File: src/rtl/ps2_rx_fifo.sv
// ps2_rx_fifo
//   PS/2 device-to-host receiver with glitch filtering, odd-parity and framing
//   checks, an inactivity timeout, optional E0/F0 prefix folding and a
//   first-word-fall-through FIFO read port. Fully synchronous to clk.
// Ports
//   clk, reset_n          system clock, asynchronous active-low reset
//   ps2_clk, ps2_data     raw asynchronous PS/2 lines
//   rd_valid/rd_ready     FIFO read handshake; rd_data/rd_ext/rd_brk = head entry
//   fifo_count            FIFO occupancy
//   err_parity/frame/timeout  single-cycle error pulses
//   overflow              sticky byte-dropped flag, cleared by clr_overflow
module ps2_rx_fifo #(
    parameter int unsigned CLK_HZ        = 25_000_000,
    parameter int unsigned TIMEOUT_US    = 1000,
    parameter int unsigned FILTER_LEN    = 4,
    parameter int unsigned FIFO_DEPTH    = 8,
    parameter bit          DECODE_PREFIX = 1'b1
) (
    input  logic                          clk,
    input  logic                          reset_n,
    input  logic                          ps2_clk,
    input  logic                          ps2_data,
    output logic                          rd_valid,
    input  logic                          rd_ready,
    output logic [7:0]                    rd_data,
    output logic                          rd_ext,
    output logic                          rd_brk,
    output logic [$clog2(FIFO_DEPTH):0]   fifo_count,
    output logic                          err_parity,
    output logic                          err_frame,
    output logic                          err_timeout,
    output logic                          overflow,
    input  logic                          clr_overflow
);

    localparam int unsigned TO_CYCLES = CLK_HZ / 1_000_000 * TIMEOUT_US;
    localparam int unsigned AW        = $clog2(FIFO_DEPTH);
    localparam int unsigned FW        = (FILTER_LEN > 1) ? $clog2(FILTER_LEN) : 1;

    typedef enum logic [1:0] {S_IDLE, S_DATA, S_PARITY, S_STOP} state_t;

    logic [1:0]    ck_s_q, dt_s_q;
    logic          clk_f_q, clk_f_d;
    logic [FW-1:0] fcnt_q, fcnt_d;
    logic          fall, bit_in;

    state_t        state_q, state_d;
    logic [2:0]    bitcnt_q, bitcnt_d;
    logic [7:0]    shreg_q, shreg_d;
    logic          par_q, par_d;
    logic [31:0]   to_cnt_q, to_cnt_d;
    logic          done_q, done_d;
    logic          perr_q, perr_d, ferr_q, ferr_d, terr_q, terr_d;

    logic          ext_pend_q, ext_pend_d, brk_pend_q, brk_pend_d;
    logic          is_e0, is_f0, push;

    logic [9:0]    mem_q [FIFO_DEPTH];
    logic [AW-1:0] wr_ptr_q, rd_ptr_q;
    logic [AW:0]   count_q, count_d;
    logic          ovf_q, ovf_d;
    logic          pop, full, wr_en;

    // Filtered level moves only after FILTER_LEN consecutive differing samples.
    always_comb begin
        clk_f_d = clk_f_q;
        fcnt_d  = '0;
        if (ck_s_q[1] != clk_f_q) begin
            if (fcnt_q == FW'(FILTER_LEN - 1)) clk_f_d = ck_s_q[1];
            else                               fcnt_d  = fcnt_q + 1'b1;
        end
    end

    assign fall   = clk_f_q & ~clk_f_d;
    assign bit_in = dt_s_q[1];

    always_comb begin
        state_d  = state_q;
        bitcnt_d = bitcnt_q;
        shreg_d  = shreg_q;
        par_d    = par_q;
        done_d   = 1'b0;
        perr_d   = 1'b0;
        ferr_d   = 1'b0;
        terr_d   = 1'b0;
        to_cnt_d = (state_q == S_IDLE) ? '0 : to_cnt_q + 32'd1;
        if (state_q != S_IDLE && to_cnt_q == 32'(TO_CYCLES - 1)) begin
            terr_d   = 1'b1;
            state_d  = S_IDLE;
            to_cnt_d = '0;
        end else if (fall) begin
            to_cnt_d = '0;
            case (state_q)
                S_IDLE: begin
                    if (!bit_in) begin
                        state_d  = S_DATA;
                        bitcnt_d = '0;
                    end else begin
                        ferr_d = 1'b1;
                    end
                end
                S_DATA: begin
                    shreg_d  = {bit_in, shreg_q[7:1]};
                    bitcnt_d = bitcnt_q + 3'd1;
                    if (bitcnt_q == 3'd7) state_d = S_PARITY;
                end
                S_PARITY: begin
                    par_d   = bit_in;
                    state_d = S_STOP;
                end
                S_STOP: begin
                    state_d = S_IDLE;
                    if (!bit_in)                    ferr_d = 1'b1;
                    else if (!(^{shreg_q, par_q})) perr_d = 1'b1;
                    else                            done_d = 1'b1;
                end
                default: state_d = S_IDLE;
            endcase
        end
    end

    // shreg_q is stable during the done pulse: it only shifts after a new start bit.
    assign is_e0 = DECODE_PREFIX && done_q && (shreg_q == 8'hE0);
    assign is_f0 = DECODE_PREFIX && done_q && (shreg_q == 8'hF0);
    assign push  = done_q && !is_e0 && !is_f0;

    always_comb begin
        ext_pend_d = ext_pend_q;
        brk_pend_d = brk_pend_q;
        if (perr_q || ferr_q || terr_q) begin
            ext_pend_d = 1'b0;
            brk_pend_d = 1'b0;
        end else if (is_e0) begin
            ext_pend_d = 1'b1;
        end else if (is_f0) begin
            brk_pend_d = 1'b1;
        end else if (push) begin
            ext_pend_d = 1'b0;
            brk_pend_d = 1'b0;
        end
    end

    assign rd_valid = (count_q != '0);
    assign full     = (count_q == (AW + 1)'(FIFO_DEPTH));
    assign pop      = rd_valid && rd_ready;
    assign wr_en    = push && (!full || pop);

    always_comb begin
        count_d = count_q;
        if (wr_en && !pop)      count_d = count_q + 1'b1;
        else if (!wr_en && pop) count_d = count_q - 1'b1;
        ovf_d = ovf_q;
        if (push && full && !pop) ovf_d = 1'b1;
        else if (clr_overflow)    ovf_d = 1'b0;
    end

    always_ff @(posedge clk or negedge reset_n) begin
        if (!reset_n) begin
            ck_s_q     <= '1;
            dt_s_q     <= '1;
            clk_f_q    <= 1'b1;
            fcnt_q     <= '0;
            state_q    <= S_IDLE;
            bitcnt_q   <= '0;
            shreg_q    <= '0;
            par_q      <= 1'b0;
            to_cnt_q   <= '0;
            done_q     <= 1'b0;
            perr_q     <= 1'b0;
            ferr_q     <= 1'b0;
            terr_q     <= 1'b0;
            ext_pend_q <= 1'b0;
            brk_pend_q <= 1'b0;
            wr_ptr_q   <= '0;
            rd_ptr_q   <= '0;
            count_q    <= '0;
            ovf_q      <= 1'b0;
        end else begin
            ck_s_q     <= {ck_s_q[0], ps2_clk};
            dt_s_q     <= {dt_s_q[0], ps2_data};
            clk_f_q    <= clk_f_d;
            fcnt_q     <= fcnt_d;
            state_q    <= state_d;
            bitcnt_q   <= bitcnt_d;
            shreg_q    <= shreg_d;
            par_q      <= par_d;
            to_cnt_q   <= to_cnt_d;
            done_q     <= done_d;
            perr_q     <= perr_d;
            ferr_q     <= ferr_d;
            terr_q     <= terr_d;
            ext_pend_q <= ext_pend_d;
            brk_pend_q <= brk_pend_d;
            count_q    <= count_d;
            ovf_q      <= ovf_d;
            if (wr_en) wr_ptr_q <= wr_ptr_q + 1'b1;
            if (pop)   rd_ptr_q <= rd_ptr_q + 1'b1;
        end
    end

    always_ff @(posedge clk) begin
        if (wr_en) mem_q[wr_ptr_q] <= {ext_pend_q, brk_pend_q, shreg_q};
    end

    assign {rd_ext, rd_brk, rd_data} = rd_valid ? mem_q[rd_ptr_q] : '0;
    assign fifo_count  = count_q;
    assign err_parity  = perr_q;
    assign err_frame   = ferr_q;
    assign err_timeout = terr_q;
    assign overflow    = ovf_q;

endmodule

File: config.mk
export PLATFORM = sky130hd
export DESIGN_NAME = ps2_rx_fifo
export DESIGN_NICKNAME = d
export VERILOG_FILES = /design/src/rtl/ps2_rx_fifo.sv
export SDC_FILE = /design/constraint.sdc
export NUM_CORES = 1
export LEC_CHECK = 0
export ABC_AREA = 1
export CAP_MARGIN = 25
export CORE_MARGIN = 10
export CORE_UTILIZATION = 55
export DETAILED_ROUTE_END_ITERATION = 8
export PLACE_DENSITY = 0.76
export SYNTH_ARGS = -nofsm -noshare
export SYNTH_HDL_FRONTEND = slang
export SYNTH_SLANG_ARGS = --single-unit
File: constraint.sdc
create_clock -name clk -period 3.03 [get_ports clk]
set_input_delay 0.303 -clock clk [delete_from_list [all_inputs] [get_ports clk]]
set_output_delay 0.303 -clock clk [all_outputs]
set_load 0.005 [all_outputs]
; Word level (Yosys, flattened, before mapping)
; Memory sizes are Yosys's and may differ from the RTL's.
; Index checks and enable logic that the tools add are counted.
[classes]
n_bitwise = 3
n_addsub = 7
eq_ne = 15
n_reduce_logical = 35
muxes = 44
[op_table]
columns = cell, n
row1 = two-way mux 32 bit, 3
row2 = adder 32 x 1 -> 32 bit (second input constant), 1
row3 = == test 32 x 15 -> 1 bit (second input constant), 1
row4 = two-way mux 1 bit, 28
row5 = == test 8 bit (second input constant), 2
row6 = two-way mux 2 bit, 6
row7 = logical AND 1 bit, 11
row8 = two-way mux 10 bit, 1
row9 = nonzero test 2 bit, 5
row10 = adder 3 x 1 -> 3 bit (second input constant), 3
row11 = AND reduction 3 bit, 3
row12 = parity 9 bit, 1
row13 = two-way mux 4 bit, 2
row14 = case mux 2 bit (4 select lines), 1
row15 = == test 2 bit (second input constant), 3
row16 = inequality test 3 x 2 -> 1 bit (second input constant), 2
row17 = case mux 3 bit (2 select lines), 1
row18 = nonzero test 3 bit, 2
row19 = logical NOT 1 bit, 5
row20 = adder 4 x 1 -> 4 bit (second input constant), 1
row21 = == test 4 bit (second input constant), 1
row22 = AND reduction 2 bit, 2
row23 = AND reduction 4 bit, 1
row24 = nonzero test 4 bit, 1
row25 = 14 further kinds, 17
[word_totals]
out_inout_bits = 19
in_bits = 6
wordCells = 124
ff_bits = 70
memories = 1
ramBits = 80
[memory_table]
columns = memory, depth, width, rd, rd_clocked_by_memory_dff, write_ports, line
row1 = mem_q, 8, 10, 1, 0, 1, 58  ; logic [9:0] mem_q [FIFO_DEPTH];

; Depth between registers and ports, before layout
; Gate-level depths: netlist of run 1.
[depth]
ltp_word = 10
ltp_mapped = 16
ltp_nobuf = 16

; Least setup slack after synthesis of run 1
; No wires, ideal clock.
[synth_path]
path_kind = flip-flop to flip-flop
startpoint = register shreg_q[1]
endpoint = register count_q[3], in the netlist fifo_count[3]
path_slack_ns = 0.700
arrival_ns = 2.208
n_path_buf = 0
stages_incl_launch_ff = 16
setup_ns = 0.121
required_ns = 2.909
synth_period_minus_slack_ns = 2.330
path_cell_list = dfrtp_1 > nor2_1 > nand2_1 > nor2_2 > nor2_1 > nand2_2 > inv_2 > ha_1 > inv_1 > ha_1 > a21oi_1 > nand2_1 > a21oi_1 > o21ai_0 > nand2_1 > nand2_1
[synth_between]
elab_chain_len = 9
word_cells_on_any_way = 14
cone_classes = eq/ne: 2 / mux: 1 / reduce/logical: 11
[synth_rtl]
columns = item, line
row1 = "start, declared", 49  ; logic [7:0] shreg_q, shreg_d;
row2 = "start signal, assigned", 185  ; shreg_q <= shreg_d;
row3 = == test 8 bit, 123  ; assign is_e0 = DECODE_PREFIX && done_q && (shreg_q == 8'hE0);
row4 = logical AND 1 bit, 123
row5 = logical NOT 1 bit, 125  ; assign push = done_q && !is_e0 && !is_f0;
row6 = logical AND 1 bit, 125
row7 = logical AND 1 bit (*), 125
row8 = logical AND 1 bit (*), 146  ; assign wr_en = push && (!full || pop);
row9 = logical NOT 1 bit, 151  ; else if (!wr_en && pop) count_d = count_q - 1'b1;
row10 = logical AND 1 bit, 151
row11 = nonzero test 2 bit (no source line), n/a
row12 = "end signal, assigned", 194  ; count_q <= count_d;
row13 = "end, declared", 60  ; logic [AW:0] count_q, count_d;
; Every way passes the cells marked *; elsewhere a longest branch is shown, timed or not.
; A chain may end at the register's enable or synchronous reset.

; Worst setup path in the final report of run 1
; Ends and elaborated chain as after synthesis.

==> impl_metrics.toml, run 1 <==
[outcome]
outcome = "complete, but fails checks"
violations = "hold timing"

[detailed_routing]
wire_per_inst_um = 16.4
firstDrtPassIters = 5
drt_iter0_drc = 673
num_vias = 5667
via_per_inst = 5.50
drc = 0
postRouteWirelength_um = 16900
antenna_left = 0

[yosys]
synth-seq-area-share = 0.570
synth_compound_area_frac = 0.0578
muxShareOfSynthArea = 0.0153
postSynthNetCount = 827
yosysWarningCount = 0
syn-cell-area_sq_um = 7290
synth_cells = 806
synth_edf_count = 80
async_flop_share = 0.467
synthSimpleGateAreaFrac = 0.250
ys.flop_type = "edfxtp_1"
synth_cell_types = 38
ys_seq_elements = 150
synth_xor_area_frac = 0.0252
synth_fa_ha_area_frac = 0.0268
synth_top_family_by_area = "simple AND/OR/NAND/NOR gates"
syn_avg_cell_area_sq_um = 9.05

[clock_network]
cts_buffers = 17
ctsHoldBuffers = 0
cts_root_buffer = "clkbuf_16"
cts_buffer_depth = 2
cts_tree = "yes"
path_clk_slew_ps = 70
htreeDepth = 4
insertion_delay_ps = 420
cts_num_sinks = 150

[power]
p_per_area_nw_per_um2 = 754
ir_drop_mv = 0.487
power.leakage_nw = 3.59

[sta]
fin_setup_tns_ps = 0
slew_headroom = 0.396
rsz0062_at_grt = "no"
setup_viol = 0
whs_ps = -0.954
worst_pin_slew_ps = 907
clock_skew_ps = 9.01
fmax_ghz = 0.364
fin_ws_ps = 283
min_period_over_period = 0.907
fin_crit_ps = 2750
hold_viol = 1
slew_violations = 0

[layout]
final_common_cell = "nand2_1"
drive_above_1_share = 0.0971
final_nets = 863
antennaDiodeCount = 0
final_cell_mix = "nand2_1 (187), nor2_1 (163), edfxtp_1 (80)"
syn2layout_area_growth_pct = 14.5

[critical_path]
cp_top_family = "simple AND/OR/NAND/NOR gates"
path_depth = 15
crit_chain = "nor2_1 -> nand2_1 -> nor2_2 -> nor2_1 -> nand2_2 -> inv_2 -> ha_1 -> inv_2 -> ha_1 -> a21oi_1 -> nand2_1 -> a21oi_1 -> o21ai_0 -> nand2_1 -> nand2_1"
critPathMaxStageDelay_ps = 490
cp-end-kind = "flip-flop"
crit_top_cell = "nand2_1"
path_max_fanout = 13
crit_required_ps = 3330
critPathSlowestCell = "dfrtp_2"
critical_path_arrival_ps = 3050
reg2reg_depth = 15
path_class = "reg -> reg"
crit_path_start_kind = "flip-flop"
crit_buf_inv = 2

[floorplanning]
start_util = 0.555
core_sq_um = 13100
io_pins = 25
dieArea_sq_um = 18300
num_rows = 42
fp.dieW_um = 135
die_h_um = 135

[global_route]
grt_pass1_vias = 5379
antenna_found_initial = 0
grt_overflow = 0
grt_max_degree = 43
grt_pass1_wl_um = 27000
grt_usage = 0.189

[place]
dp_hpwl_um = 11200
pre_cts_slack_ps = 290
gp_congestion = 0.930
portBuffers = 24

[worst_hold_path]
hold_path_class = "in -> async"

[job]
maxCapViolCount = 0
metal layers:
metal  vias up  part of all wire  GRT usage
li1       2715                 -          -
met4         0             0.013     0.0610
met5         -                 0          0
met3        29             0.067     0.0460
met1      2719              0.45      0.249
met2       204              0.47      0.300
synth_stat cells (10+ instances only):
master	number	share of area
o22ai_1	10	0.0086
xor2_1	16	0.019
o21ai_0	46	0.032
mux2i_1	10	0.014
inv_1	68	0.035
nor2_1	163	0.084
nand4_1	16	0.014
edfxtp_1	80	0.33
dfrtp_1	65	0.22
nand3_1	35	0.024
nor3_1	15	0.010
nand2_1	187	0.096
clkbuf_1	11	0.0057
ha_1	14	0.024
worst paths after layout:
| kind | from | endpoint | slack (ps) |
|---|---|---|---|
| worst min-delay path | reset_n | brk_pend_q | -1 |
| min in group clk | ps2_data | dt_s_q[0] | 290 |
| max in group asynchronous | reset_n | dt_s_q[0] | 2180 |
| worst max register to register | shreg_q[1] | fifo_count[3] | 280 |
| worst max-delay path | shreg_q[1] | fifo_count[3] | 280 |
| worst min register to register | ck_s_q[0] | ck_s_q[1] | 360 |
cell type report:
class,count,area (sq um)
repair buffers,40,355
fillers,1080,4780
clock buffers,18,429
inverters,72,270
well taps,176,220
clock inverters,14,175
flip-flops and latches,150,4170
multi-input cells,561,2740
power by group:
part | switching (mW) | internal [mW]
registers | 0.104 | 2.25
clock network | 0.853 | 1.31
logic | 1.08 | 0.707
total | 2.04 | 4.26
state kept, by name, summed over array words and instances, names as in the netlist:
name,cells
wr_ptr_q,3
overflow,1
brk_pend_q,1
dt_s_q,2
done_q,1
clk_f_q,1
ext_pend_q,1
shreg_q,8
err_parity,1
fcnt_q,2
bitcnt_q,3
fifo_count,4
to_cnt_q,32
rd_ptr_q,3
err_frame,1
par_q,1
mem_q,80
ck_s_q,2
state_q,2
err_timeout,1
per-stage QoR:
stage | util | cells | hold WS [ps] | total power [mW] | cell area, sq um
after floorplan | - | 806 | 7.41 | 3.53 | 7290
after global placement | 0.590 | 999 | 349 | 4.10 | 7740
after detailed placement | 0.590 | 999 | 350 | 4.17 | 7740
after CTS | 0.636 | 1031 | 33.9 | 6.32 | 8350
after global routing | 0.636 | 1031 | 63.9 | 6.64 | 8350
final | 0.636 | 1031 | -0.954 | 6.30 | 8350
worst reg2reg max path, stage by stage (launching register included):
cell and delay [ps]:
dfrtp_2 490, nor2_1 190, nand2_1 120, nor2_2 180, nor2_1 90, nand2_2 170
inv_2 90, ha_1 190, inv_2 100, ha_1 280, a21oi_1 150, nand2_1 100
a21oi_1 190, o21ai_0 130, nand2_1 90, nand2_1 60
timing repair:
| action | CTS | global route |
|---|---|---|
| gates resized for setup | 0 | 5 |
| buffers inserted | 0 | 0 |
| endpoints found under the setup margin | 0 | 1 |
logic make-up (layout without fill, tap and decap cells):
kind of cell,count (synthesis),count (layout)
XOR/XNOR,21,21
AO/OA/AOI/OAI,78,78
adder cells (fa/ha/maj),15,15
flip-flops,150,150
multiplexers,11,11
buffers and inverters,95,144
AND/OR/NAND/NOR,436,436
Power figures use the tool's default switching activity.
==> run 2, diff against run 1 <==
--- a/config.mk
+++ b/config.mk
@@ -7,10 +7,12 @@
 export LEC_CHECK = 0
 export ABC_AREA = 1
 export CAP_MARGIN = 25
+export CORE_ASPECT_RATIO = 1.2
 export CORE_MARGIN = 10
 export CORE_UTILIZATION = 55
 export DETAILED_ROUTE_END_ITERATION = 8
 export PLACE_DENSITY = 0.76
+export SLEW_MARGIN = 20
 export SYNTH_ARGS = -nofsm -noshare
 export SYNTH_HDL_FRONTEND = slang
 export SYNTH_SLANG_ARGS = --single-unit
==> run 2 against run 1 <==
The run now ends clean. Sequential power is essentially flat. Global-route usage shrank 0.17 points. Cell count shrank 1.1%. Sequential cell count is the same. Largest power group unchanged. Via count shrank 1.8%. Maximum frequency shrank 2.9%.
==> impl_metrics.toml, run 2 (same netlist as run 1, synthesis figures left out) <==
[place]
dp_hpwl_um = 11200
portBuffers = 24
pre_cts_slack_ps = 297
dp.cells = 988
gp_congestion = 0.916

[sta]
fin_setup_tns_ps = 0
worst_pin_slew_ps = 888
slew_headroom = 0.408
fmax_ghz = 0.353
whs_ps = 8.66
setup_viol = 0
hold_viol = 0
fin_ws_ps = 200
slew_violations = 0
rsz0062_at_grt = "no"
fin_crit_ps = 2830
min_period_over_period = 0.934
clock_skew_ps = 14.9

[floorplanning]
dieArea_sq_um = 18300
num_rows = 46
io_pins = 25
start_util = 0.556
core_sq_um = 13100
die_h_um = 146
fp.dieW_um = 125

[detailed_routing]
via_per_inst = 5.46
wire_per_inst_um = 16.5
firstDrtPassIters = 6
num_vias = 5565
drc = 0
drt_iter0_drc = 629
antenna_left = 0
postRouteWirelength_um = 16800

[power]
power.leakage_nw = 3.57
p_per_area_nw_per_um2 = 747
intPower_mw = 4.11
combPwrFrac = 0.283
p_sw_mw = 2.09
ir_drop_mv = 0.442
power_frac_seq = 0.383
clockPowerShare = 0.334
swShare = 0.338

[global_route]
grt_pass1_vias = 5618
grt_usage = 0.187
grt_pass1_wl_um = 27800
grt_max_degree = 71
antenna_found_initial = 0
grt_overflow = 0

[clock_network]
postCtsSetupBuffers = 0
cts_num_sinks = 150
cts_tree = "yes"
path_clk_slew_ps = 70
cts_root_buffer = "clkbuf_16"
cts_buffer_depth = 2
htreeDepth = 4
cts_buffers = 17
insertion_delay_ps = 430

[outcome]
outcome = "completed"

[critical_path]
critical_path_arrival_ps = 2530
crit_buf_inv = 2
crit_chain = "buf_4 -> nor2_1 -> nor2_1 -> o21ai_0 -> o21ai_1 -> o21ai_1 -> nor2_1 -> clkdlybuf4s50_1"
crit_path_start_kind = "flip-flop"
path_max_fanout = 41
setup.worst_path.start = "rd_ptr_q[0]"
crit_top_cell = "nor2_1"
critPathMaxStageDelay_ps = 540
critPathSlowestCell = "clkdlybuf4s50_1"
cp_top_family = "buffers and inverters"
cp-end-kind = "primary output"
timing.rr.start = "shreg_q[1]"
crit_required_ps = 2730
path_class = "reg -> out"

[layout]
fin_util = 0.633
syn2layout_area_growth_pct = 13.8
final_cell_mix = "nand2_1 (187), nor2_1 (163), edfxtp_1 (80)"
biggestRegsByFlops = "mem_q x80, to_cnt_q x32, shreg_q x8"
top_register = "mem_q"
final_common_cell = "nand2_1"
largest_reg_flops = 80
drive_above_1_share = 0.0939
antennaDiodeCount = 0
final_nets = 860
fin_cells = 1020

[job]
maxCapViolCount = 0

[worst_hold_path]
hold_path_class = "in -> async"
-- run 2: cell count changes in the layout (fill, tap and decap cells not counted), sizes merged --
cell / delta
inv: +6
clkinv: -4
buf: -3
bufinv: -2
clkbuf: -1
clkinvlp: +1
-- run 2: per-stage QoR --
step / power (mW) / instance area (sq um)
floorplan: 3.53 / 7290
global placement: 4.08 / 7710
detailed placement: 4.17 / 7710
CTS: 6.23 / 8300
global route: 6.56 / 8300
finish: 6.20 / 8300
-- run 2: cell type report --
type                    count  area [sq um]
clock buffers              17           425
clock inverters            15           155
fillers                  1021          4820
inverters                  72           270
multi-input cells         561          2740
flip-flops and latches    150          4170
well taps                 168           210
repair buffers             37           335
-- run 2: final timing paths --
check                      slack (ps)  depth (start not counted)            end
setup / recovery                  200                          8     rd_data[3]
hold / removal                      9                          1    to_cnt_q[0]
setup reg to reg                  270                         15  fifo_count[3]
hold reg to reg                   360                          0      ck_s_q[1]
max in group asynchronous        2390                          1     shreg_q[5]
min in group clk                  290                          1      ck_s_q[0]
-- run 2: layer usage --
metal,GRT usage,wire (um),up-vias
met5,0,0,-
met4,0.0669,315,0
met3,0.0384,882,31
met2,0.342,9030,172
met1,0.208,6570,2648
li1,-,-,2714
-- run 2: worst register-to-register path: stages, from the launching register on --
cell	delay [ps]
dfrtp_2	480
nor2_1	190
nand2_1	110
nor2_2	200
nor2_1	100
nand2_2	180
inv_2	90
ha_1	180
inv_1	150
ha_1	300
a21oi_1	160
nand2_1	100
a21oi_1	200
o21ai_0	120
nand2_1	70
nand2_1	40
-- run 2: power groups by stage --
| stage | clock network (mW) | logic [mW] | registers [mW] |
|---|---|---|---|
| finish | 2.07 | 1.76 | 2.38 |
| global route | 2.19 | 1.98 | 2.40 |
| CTS | 2.09 | 1.76 | 2.38 |
| detailed placement | 0 | 1.75 | 2.42 |
| global placement | 0 | 1.67 | 2.41 |
| floorplan | 0 | 1.15 | 2.38 |
-- run 2: what timing repair did --
action / 4_1_cts / 5_1_grt
hold buffers: 0 / 0
resized for setup: 0 / 4
setup endpoints to repair: 0 / 1
==> run 3, diff against run 2 <==
==> constraint.sdc (replaced) <==
create_clock -name clk -period 2.7 [get_ports clk]
set_input_delay 0.27 -clock clk [delete_from_list [all_inputs] [get_ports clk]]
set_output_delay 0.27 -clock clk [all_outputs]
set_load 0.005 [all_outputs]
==> run 3 against run 2 <==
Clock skew fell by 2.2 ps. Hold slack improved by 250 ps. First-iteration DRC count fell by 39%. Via count fell by 2.7%. Combinational power rose by 10%. Critical path depth did not move. Critical path type unchanged. Largest power group unchanged.
==> impl_metrics.toml, run 3 (same netlist as run 1, synthesis figures left out) <==
[outcome]
outcome = "completed"

[power]
ir_drop_mv = 0.436
intPower_mw = 4.52
p_per_area_nw_per_um2 = 809
combPwrFrac = 0.287
power_frac_seq = 0.396
clockPowerShare = 0.316
power.leakage_nw = 3.64
swShare = 0.330
p_sw_mw = 2.22

[floorplanning]
fp.dieW_um = 125
num_rows = 46
dieArea_sq_um = 18300
die_h_um = 146
start_util = 0.556
core_sq_um = 13100
io_pins = 25

[worst_hold_path]
hp-start = "ps2_clk"
min_path_cells = 1
whs_endpoint = "ck_s_q[0]"
hold_path_class = "in -> reg"

[sta]
clock_skew_ps = 12.7
hold_viol = 0
fmax_ghz = 0.399
worst_pin_slew_ps = 880
slew_headroom = 0.413
min_period_over_period = 0.929
fin_crit_ps = 2510
fin_setup_tns_ps = 0
setup_viol = 0
slew_violations = 0
rsz0062_at_grt = "no"

[detailed_routing]
wire_per_inst_um = 14.8
num_vias = 5417
drt_iter0_drc = 386
via_per_inst = 5.26
postRouteWirelength_um = 15200
drc = 0
firstDrtPassIters = 5
antenna_left = 0

[layout]
top_register = "mem_q"
drive_above_1_share = 0.0987
final_cell_mix = "nand2_1 (187), nor2_1 (163), edfxtp_1 (80)"
fin_cells = 1029
largest_reg_flops = 80
final_common_cell = "nand2_1"
syn2layout_area_growth_pct = 14.3
biggestRegsByFlops = "mem_q x80, to_cnt_q x32, shreg_q x8"
multiInputGateArea_sq_um = 2740
antennaDiodeCount = 0
fillers = 1046
ff_latch_area_sq_um = 4160
design_area_sq_um = 8340
final_nets = 869

[clock_network]
htreeDepth = 4
cts_root_buffer = "clkbuf_16"
cts_buffer_depth = 2
cts_buffers = 17
insertion_delay_ps = 420
cts_tree = "yes"
path_clk_slew_ps = 60
cts_num_sinks = 150

[place]
portBuffers = 24
placed_cell_area_sq_um = 7770
dp_hpwl_um = 10800
dp.cells = 996
gp_congestion = 0.879

[critical_path]
setup.worst_path.start = "rd_ptr_q[0]"
path_class = "reg -> out"
timing.rr.start = "shreg_q[1]"
crit_chain = "buf_6 -> nor2_1 -> nor2_1 -> o21ai_1 -> o21ai_0 -> o21ai_0 -> nor2_1 -> clkdlybuf4s50_1"
crit_required_ps = 2430
reg2reg_depth = 15
critPathMaxStageDelay_ps = 540
r2r-end = "fifo_count[3]"
reg2reg_slack_ps = 310
crit_top_cell = "nor2_1"
cp-end-kind = "primary output"
path_max_fanout = 24
crit_path_start_kind = "flip-flop"
crit_buf_inv = 2
cp_top_family = "buffers and inverters"
critical_path_arrival_ps = 2240
critPathSlowestCell = "clkdlybuf4s50_1"

[global_route]
grt_overflow = 0
grt_max_degree = 71
grt_pass1_wl_um = 26000
grt_pass1_vias = 5405
grt_usage = 0.171
antenna_found_initial = 0

[job]
maxCapViolCount = 0
[run 3: changes by cell type in the layout (fill, tap and decap cells not counted), moves of 2 or more]
cell      change
buf_4         +7
dfrtp_1       +3
clkinv_4      +2
dfrtp_2       -3
inv_8         -2
[run 3: cell type report]
| cell class | instances | area share |
|---|---|---|
| flip-flops and latches | 150 | 0.499 |
| multi-input cells | 561 | 0.329 |
| clock buffers | 17 | 0.0510 |
| repair buffers | 46 | 0.0491 |
| inverters | 72 | 0.0327 |
| well taps | 168 | 0.0252 |
| clock inverters | 15 | 0.0141 |
[run 3: how the worst max path moves through the flow]
stage,cells after the start,slack (ps),endpoint
floorplan,15,370,fifo_count[3]
global route,6,50,rd_data[1]
detailed placement,14,190,fifo_count[3]
global placement,14,320,fifo_count[3]
finish,8,190,rd_data[0]
CTS,6,0.8,rd_data[1]
[run 3: what timing repair did]
| item | in CTS | in global routing |
|---|---|---|
| hold buffers | 1 | 0 |
| resized for setup | 0 | 5 |
| setup endpoints to repair | 0 | 11 |
| buffers inserted | 0 | 0 |
| endpoints found under the hold margin | 13 | 0 |
[run 3: power groups by stage]
stage	Sequential (mW)	Clock (mW)	Combinational, mW
floorplan	2.68	0	1.30
global placement	2.70	0	1.86
detailed placement	2.71	0	1.95
CTS	2.67	2.18	1.95
global route	2.69	2.29	2.20
finish	2.67	2.13	1.94
[run 3: through the flow]
step            util  worst slack, ps  hold slack (ps)  total power [mW]
3_5_place_dp   0.592              194              348              4.66
6_report       0.635              192              256              6.75
5_1_grt        0.635             51.0              237              7.19
4_1_cts        0.635            0.839              241              6.80
2_1_floorplan      -              370            -25.6              3.97
3_3_place_gp   0.592              319              346              4.56
[run 3: routing by layer]
metal  part of all wire  GRT usage  routed length (um)  vias to the layer above
met5                  0          0                   0                        -
met2               0.53      0.305                8050                      129
met1               0.41      0.196                6220                     2521
li1                   -          -                   -                     2742
met3              0.042     0.0391                 631                       25
met4              0.019     0.0582                 286                        0
[run 3: worst reg2reg max path, stage by stage, from the launching register on]
cell	delay (ps)
dfrtp_1	380
nor2_1	150
nand2_1	90
nor2_2	180
nor2_1	90
nand2_2	80
inv_2	60
ha_1	180
inv_2	100
ha_1	270
a21oi_1	160
nand2_1	100
a21oi_1	190
o21ai_0	130
nand2_1	80
nand2_1	50
